### src/rtl/perf_counter_bank.sv
// Bank of N_EVT event counters with wrap/saturate overflow, sticky overflow flags,
// snapshot registers and a registered readout mux with optional auto-scan.
module perf_counter_bank #(
    parameter int N_EVT    = 5,
    parameter int CNT_W    = 32,
    parameter int SCAN_DIV = 1024
) (
    input  logic             clk,
    input  logic             rst_n,
    input  logic [N_EVT-1:0] evt,
    input  logic             clr,
    input  logic             freeze,
    input  logic             sat_mode,
    input  logic             snap,
    input  logic             use_snap,
    input  logic             auto_scan,
    input  logic [3:0]       sel,
    output logic [CNT_W-1:0] value,
    output logic [3:0]       cur_ch,
    output logic [N_EVT-1:0] ovf
);

    localparam int               DIV_W    = (SCAN_DIV > 1) ? $clog2(SCAN_DIV) : 1;
    localparam logic [DIV_W-1:0] DIV_LAST = DIV_W'(SCAN_DIV - 1);
    localparam logic [3:0]       CH_LAST  = 4'(N_EVT - 1);
    localparam logic [CNT_W-1:0] CNT_MAX  = '1;

    logic [CNT_W-1:0] r_cnt  [N_EVT];
    logic [CNT_W-1:0] r_snap [N_EVT];
    logic [N_EVT-1:0] r_ovf;
    logic [DIV_W-1:0] r_div;
    logic [3:0]       r_scan_ch;
    logic [CNT_W-1:0] r_value;
    logic [3:0]       r_cur_ch;

    logic [3:0]       w_ch;
    logic [CNT_W-1:0] w_rd;

    // Loop compare instead of direct indexing so out-of-range selects read zero.
    always_comb begin
        w_ch = auto_scan ? r_scan_ch : sel;
        w_rd = '0;
        for (int i = 0; i < N_EVT; i++) begin
            if (w_ch == 4'(i)) begin
                w_rd = use_snap ? r_snap[i] : r_cnt[i];
            end
        end
    end

    always_ff @(posedge clk) begin
        if (!rst_n || clr) begin
            for (int i = 0; i < N_EVT; i++) begin
                r_cnt[i]  <= '0;
                r_snap[i] <= '0;
            end
            r_ovf <= '0;
        end else begin
            for (int i = 0; i < N_EVT; i++) begin
                if (snap) begin
                    r_snap[i] <= r_cnt[i];
                end
                if (!freeze && evt[i]) begin
                    if (r_cnt[i] == CNT_MAX) begin
                        r_ovf[i] <= 1'b1;
                        if (!sat_mode) begin
                            r_cnt[i] <= '0;
                        end
                    end else begin
                        r_cnt[i] <= r_cnt[i] + CNT_W'(1);
                    end
                end
            end
        end
    end

    // Divider and scan channel only advance while auto_scan is high.
    always_ff @(posedge clk) begin
        if (!rst_n || clr) begin
            r_div     <= '0;
            r_scan_ch <= '0;
        end else if (auto_scan) begin
            if (r_div == DIV_LAST) begin
                r_div     <= '0;
                r_scan_ch <= (r_scan_ch == CH_LAST) ? 4'd0 : r_scan_ch + 4'd1;
            end else begin
                r_div <= r_div + DIV_W'(1);
            end
        end
    end

    always_ff @(posedge clk) begin
        if (!rst_n || clr) begin
            r_value  <= '0;
            r_cur_ch <= '0;
        end else begin
            r_value  <= w_rd;
            r_cur_ch <= w_ch;
        end
    end

    assign value  = r_value;
    assign cur_ch = r_cur_ch;
    assign ovf    = r_ovf;

endmodule

### config.mk
export PLATFORM = sky130hd
export DESIGN_NAME = perf_counter_bank
export DESIGN_NICKNAME = d
export VERILOG_FILES = /design/src/rtl/perf_counter_bank.sv
export SDC_FILE = /design/constraint.sdc
export NUM_CORES = 1
export LEC_CHECK = 0
export ABC_AREA = 0
export ABC_CLOCK_PERIOD_IN_PS = 7500
export CORE_UTILIZATION = 64
export CTS_BUF_LIST = sky130_fd_sc_hd__clkbuf_4
export DETAILED_ROUTE_END_ITERATION = 16
export HOLD_SLACK_MARGIN = 0.03
export PLACE_DENSITY = 0.83
export SETUP_SLACK_MARGIN = 0.15
export SYNTH_ARGS = -nofsm -noshare
export SYNTH_HDL_FRONTEND = slang
export SYNTH_SLANG_ARGS = --single-unit
export TNS_END_PERCENT = 100
### constraint.sdc
create_clock -name clk -period 7.5 [get_ports clk]
set_clock_uncertainty 0.05 [all_clocks]
set_input_delay 0.75 -clock clk [delete_from_list [all_inputs] [get_ports clk]]
set_output_delay 0.75 -clock clk [all_outputs]
set_load 0.05 [all_outputs]
# ---- After elaboration in Yosys (flattened, before gate mapping)
# Memories as Yosys holds them, arrays and structs flattened.
# Cells that the tools add are included.
dict set report totals {
  output_inout_bits 41
  elab_cells 133
  n_memories 2
  register_bits 55
  input_bits 17
  mem_bits_rw 320
}
dict set report op_classes {
  n_eq_ne 11
  n_bitwise 15
  reduce_logical 15
  mux 74
  add_sub_neg 7
}
# name depth width read_ports rd_ports_with_merged_regs write_ports line_no
set memory_table {}
lappend memory_table {r_cnt 5 32 5 0 5 28} ;# logic [CNT_W-1:0] r_cnt [N_EVT];
lappend memory_table {r_snap 5 32 5 0 5 29} ;# logic [CNT_W-1:0] r_snap [N_EVT];
# operator count
set op_table {}
lappend op_table {{2-to-1 mux 32 bit} 25}
lappend op_table {{adder 32 x 1 -> 32 bit (second input constant)} 5}
lappend op_table {{equality test 32 bit (second input constant)} 5}
lappend op_table {{2-to-1 mux 1 bit} 46}
lappend op_table {{bitwise OR 1 bit} 15}
lappend op_table {{AND reduction 2 bit} 6}
lappend op_table {{adder 10 x 1 -> 10 bit (second input constant)} 1}
lappend op_table {{equality test 10 bit (second input constant)} 1}
lappend op_table {{2-to-1 mux 10 bit} 1}
lappend op_table {{equality test 4 x 2 -> 1 bit (second input constant)} 2}
lappend op_table {{equality test 4 x 3 -> 1 bit (second input constant)} 2}
lappend op_table {{2-to-1 mux 4 bit} 2}
lappend op_table {{logical AND 1 bit} 5}
lappend op_table {{adder 4 x 1 -> 4 bit (second input constant)} 1}
lappend op_table {{equality test 4 x 1 -> 1 bit (second input constant)} 1}
lappend op_table {{zero test 4 bit} 1}
lappend op_table {{zero test 1 bit} 2}
lappend op_table {{logical OR 1 bit} 1}

# ---- Logic depth before layout (Yosys ltp)
dict set report depth {
  depth_word 7
  ltp_mapped 8
  ltp_nobuf 6
}

# ---- Least setup slack after synthesis
# No wires, ideal clock.
dict set report synth_path {
  kind {input to register}
  start {input snap}
  end {memory r_snap[0][0] (enable)}
  path_buffers 2
  setup_time_ns 0.548
  t_required_ns 6.902
  cell_stages 3
  t_arrival_ns 5.107
  setup_slack_ns 1.796
  cell_sequence {clkbuf_1 > clkbuf_1 > nand2b_1}
}
# element line_no
set synth_rtl {}
lappend synth_rtl {{from (decl)} 14} ;# input logic snap,
lappend synth_rtl {{to (decl)} 29}

# ---- Final worst setup path
dict set report layout_path {
  start {input auto_scan}
  end {register r_value[15] (netlist: value[15])}
}
dict set report layout_between {
  elab_chain_cells 7
  word_cells_on_any_way 11
  classes_between {eq/ne (4); mux (6); reduce/logical (1)}
}
# element line_no
set layout_rtl {}
lappend layout_rtl {{from (decl)} 16} ;# input logic auto_scan,
lappend layout_rtl {{2-to-1 mux 4 bit (*)} 41} ;# w_ch = auto_scan ? r_scan_ch : sel;
lappend layout_rtl {{zero test 4 bit} 44} ;# if (w_ch == 4'(i)) begin
lappend layout_rtl {{2-to-1 mux 32 bit (4 in series)} 44}
lappend layout_rtl {{2-to-1 mux 32 bit (*)} 44}
lappend layout_rtl {{to (signal assigned)} 96} ;# r_value <= w_rd;
lappend layout_rtl {{to (decl)} 33} ;# logic [CNT_W-1:0] r_value;
# Mark *: on every way between the ends. The rest lies on a longest branch, timed or not.
# A chain may end at the register's enable or synchronous reset.

==> impl_metrics.yaml <==
status:
  status: "complete, no violations"
min_path:
  holdPathStages: 2
  whs_endpoint: "ovf[2]"
  worstHoldPathType: "register to register"
  hold_path.startpoint: "ovf[2]"
drt:
  postRouteAntennaNets: 0
  first_pass_iters: 6
  vias: 14400
  avgViaCountPerCell: 6.50
  routed_wirelength_um: 49200
  drtIter0Drc: 1971
  remaining_drc_errors: 0
  wl_per_cell_um: 22.2
clocking:
  cts_resized: 0
  post-cts-setup-buffers: 0
  cts-root-buf: "clkbuf_4"
  htreeDepth: 3
  cts_tree: "yes"
  clockBufferDepth: 3
  cts_made_buffers: 96
  clkTransAtPathRegs_ns: 0.07
  holdBufCountCts: 0
  cts.sinks: 375
  worstSkewPairLatency_ns: 0.76
placed_design:
  dp_cells: 2038
  io_buffer_count: 57
  dpl_cell_area_um2: 19600
  dpl.hpwl_um: 31700
  preCtsSetupSlack_ns: 3.04
  place.gp.congestion: 0.904
critical_path:
  rr_startpoint: "r_cnt[3][0]"
  r2r_cells: 7
  worstPathMaxFanout: 50
  criticalPathCategory: "input port to register"
  crit_path_start_kind: "input port"
  arrival_ns: 4.24
  crit_required_ns: 8.00
  r2r_setup_slack_ns: 4.22
  cp-end-kind: "register"
  r2r-end: "r_cnt[3][21]"
synthesis:
  ys_types: 55
  synth_edf_count: 320
  ys_ff_latch: 375
  synth.avg_cell_area_um2: 11.1
  synthesis.nets: 1717
  synthFlopType: "edfxtp_1"
  synth_warnings: 0
  synth-async-reset-ratio_pct: 0
  postSynthCellCount: 1692
  syn_area_um2: 18800
  ys_seq_area_share_pct: 56.9
timing:
  hold_ws_ns: 0.401
  setup-tns-final_ns: 0
  fin_crit_sh_pct: 49.8
  slew_viol_final: 0
  rsz0062_at_grt: "false"
  max_clock_freq_ghz: 0.268
  final-setup-viol-count: 0
  period_needed_ns: 3.73
  slew_headroom_pct: 25.8
  hold_violations: 0
  worst_slew_pin_slew_ns: 1.11
  setup_ws_ns: 3.77
final_layout:
  drive_gt1_share_pct: 12.8
  layoutNonFillerInstCount: 2217
  final_core_util_pct: 72.5
  areaGrowthSynthToFinish_pct: 10.9
  design_area_um2: 20900
  fin_nets: 1777
global_route:
  grt_pass1_vias: 14100
  grt_overflow: 0
  grt_pass1_wl_um: 77600
  track_usage_pct: 33.3
  grt_antenna_before_repair: 2
  grt_start_max_net_pins: 179
floorplan:
  core-area_um2: 28800
  rows: 62
  die_h_um: 173
  fp.dieW_um: 173
  dieArea_um2: 30100
  io_pins: 58
  initial_utilization_pct: 65.4
power:
  leakagePower_nw: 7.89
  ir_worst_vdd_mv: 0.139
  power_mw: 4.54
  powerDensity_nw_per_um2: 217
flow_run:
  cap_violations: 0
cells by family after synthesis:
| family | Yosys count | share of synthesized area (%) |
|---|---|---|
| and+or+nand+nor | 840 | 22.7 |
| DFF | 375 | 56.9 |
| xor gates and xnor gates | 147 | 6.84 |
| buffers and inverters | 133 | 2.96 |
| AOI/OAI and AO/OA | 115 | 4.04 |
| muxes | 74 | 6.07 |
| adders and majority gates | 8 | 0.532 |
worst max-delay path by stage:
stage	slack [ns]	start	end	cells past startpoint
final	3.77	auto_scan	value[15]	7
after global routing	3.55	auto_scan	value[6]	7
after CTS	3.80	auto_scan	value[15]	7
after detailed placement	3.04	auto_scan	value[7]	7
after global placement	3.14	auto_scan	value[7]	7
after floorplan	1.80	snap	r_snap[0][0]	3
worst max-delay path, cell delays in order:
cell,delay (ns)
clkdlybuf4s50_1,0.99
mux2i_4,0.34
buf_4,0.57
buf_4,0.67
mux4_2,0.58
o2111ai_1,0.17
o21ai_0,0.11
synthesized netlist by cell type, types with 3 or more instances:
cell         n  area, um^2
a21oi_1     16        80.1
a31oi_1      3        18.8
and2_1      11        68.8
and3_1     185        1160
and4_1      16         140
buf_1        5        18.8
buf_2       14        70.1
buf_4        5        37.5
buf_6        3        33.8
clkbuf_1    87         327
dfxtp_1     55        1100
edfxtp_1   320        9610
ha_1         8         100
inv_1       18        67.6
mux2i_1     41         410
mux4_2      32         721
nand2_1    179         672
nand2b_1     8        50.1
nand3_1    122         611
nand4_1     63         394
nor2_1     195         732
nor3_1      21         105
nor4_1      13        81.3
o2111ai_1   31         272
o211ai_1     8        60.1
o21ai_0     44         220
or3_1       10        62.6
xnor2_1     60         526
xor2_1      87         762
sequential cells by signal, summed over array words and instances (netlist names):
signal     flops
r_scan_ch      4
value         32
cur_ch         4
r_snap       160
r_cnt        160
ovf            5
r_div         10
where the power goes:
group | internal, mW | leakage, nW | switching (mW)
Clock | 0.931 | 0.748 | 0.860
Combinational | 0.102 | 3.01 | 0.193
Sequential | 2.35 | 4.13 | 0.102
layer usage:
metal	global-route usage (%)	up-vias	part of all wire, %
li1	-	6417	-
met1	45.2	6894	38
met2	50.4	977	45
met3	9.21	121	13
met4	14.9	2	3.6
met5	0	-	0.039
placed cells by master (no fill, tap or decap), drive strengths merged, types with 11 or more instances in the layout:
master	netlist	final
and3	185	185
buf	27	21
edfxtp	320	320
nand4	64	64
dfxtp	55	55
xor2	87	87
inv	18	20
clkinv	1	24
o21ai	44	44
and2	11	11
nor4	17	17
nand3	122	122
clkbuf	87	147
o2111ai	31	31
a21oi	16	16
mux4	32	32
nand2	179	179
and4	16	16
clkdlybuf4s50	0	55
nor3	22	22
mux2i	41	41
xnor2	60	60
nor2	196	196
area by class of cell:
class | instances | area (um^2)
inverters | 19 | 71.3
flip-flops and latches | 375 | 10700
diodes | 4 | 10.0
well taps | 384 | 480
multi-input cells | 1184 | 7620
fillers | 1934 | 7910
repair buffers | 76 | 718
clock buffers | 147 | 1100
clock inverters | 28 | 154
Power figures use the tool's default switching activity.
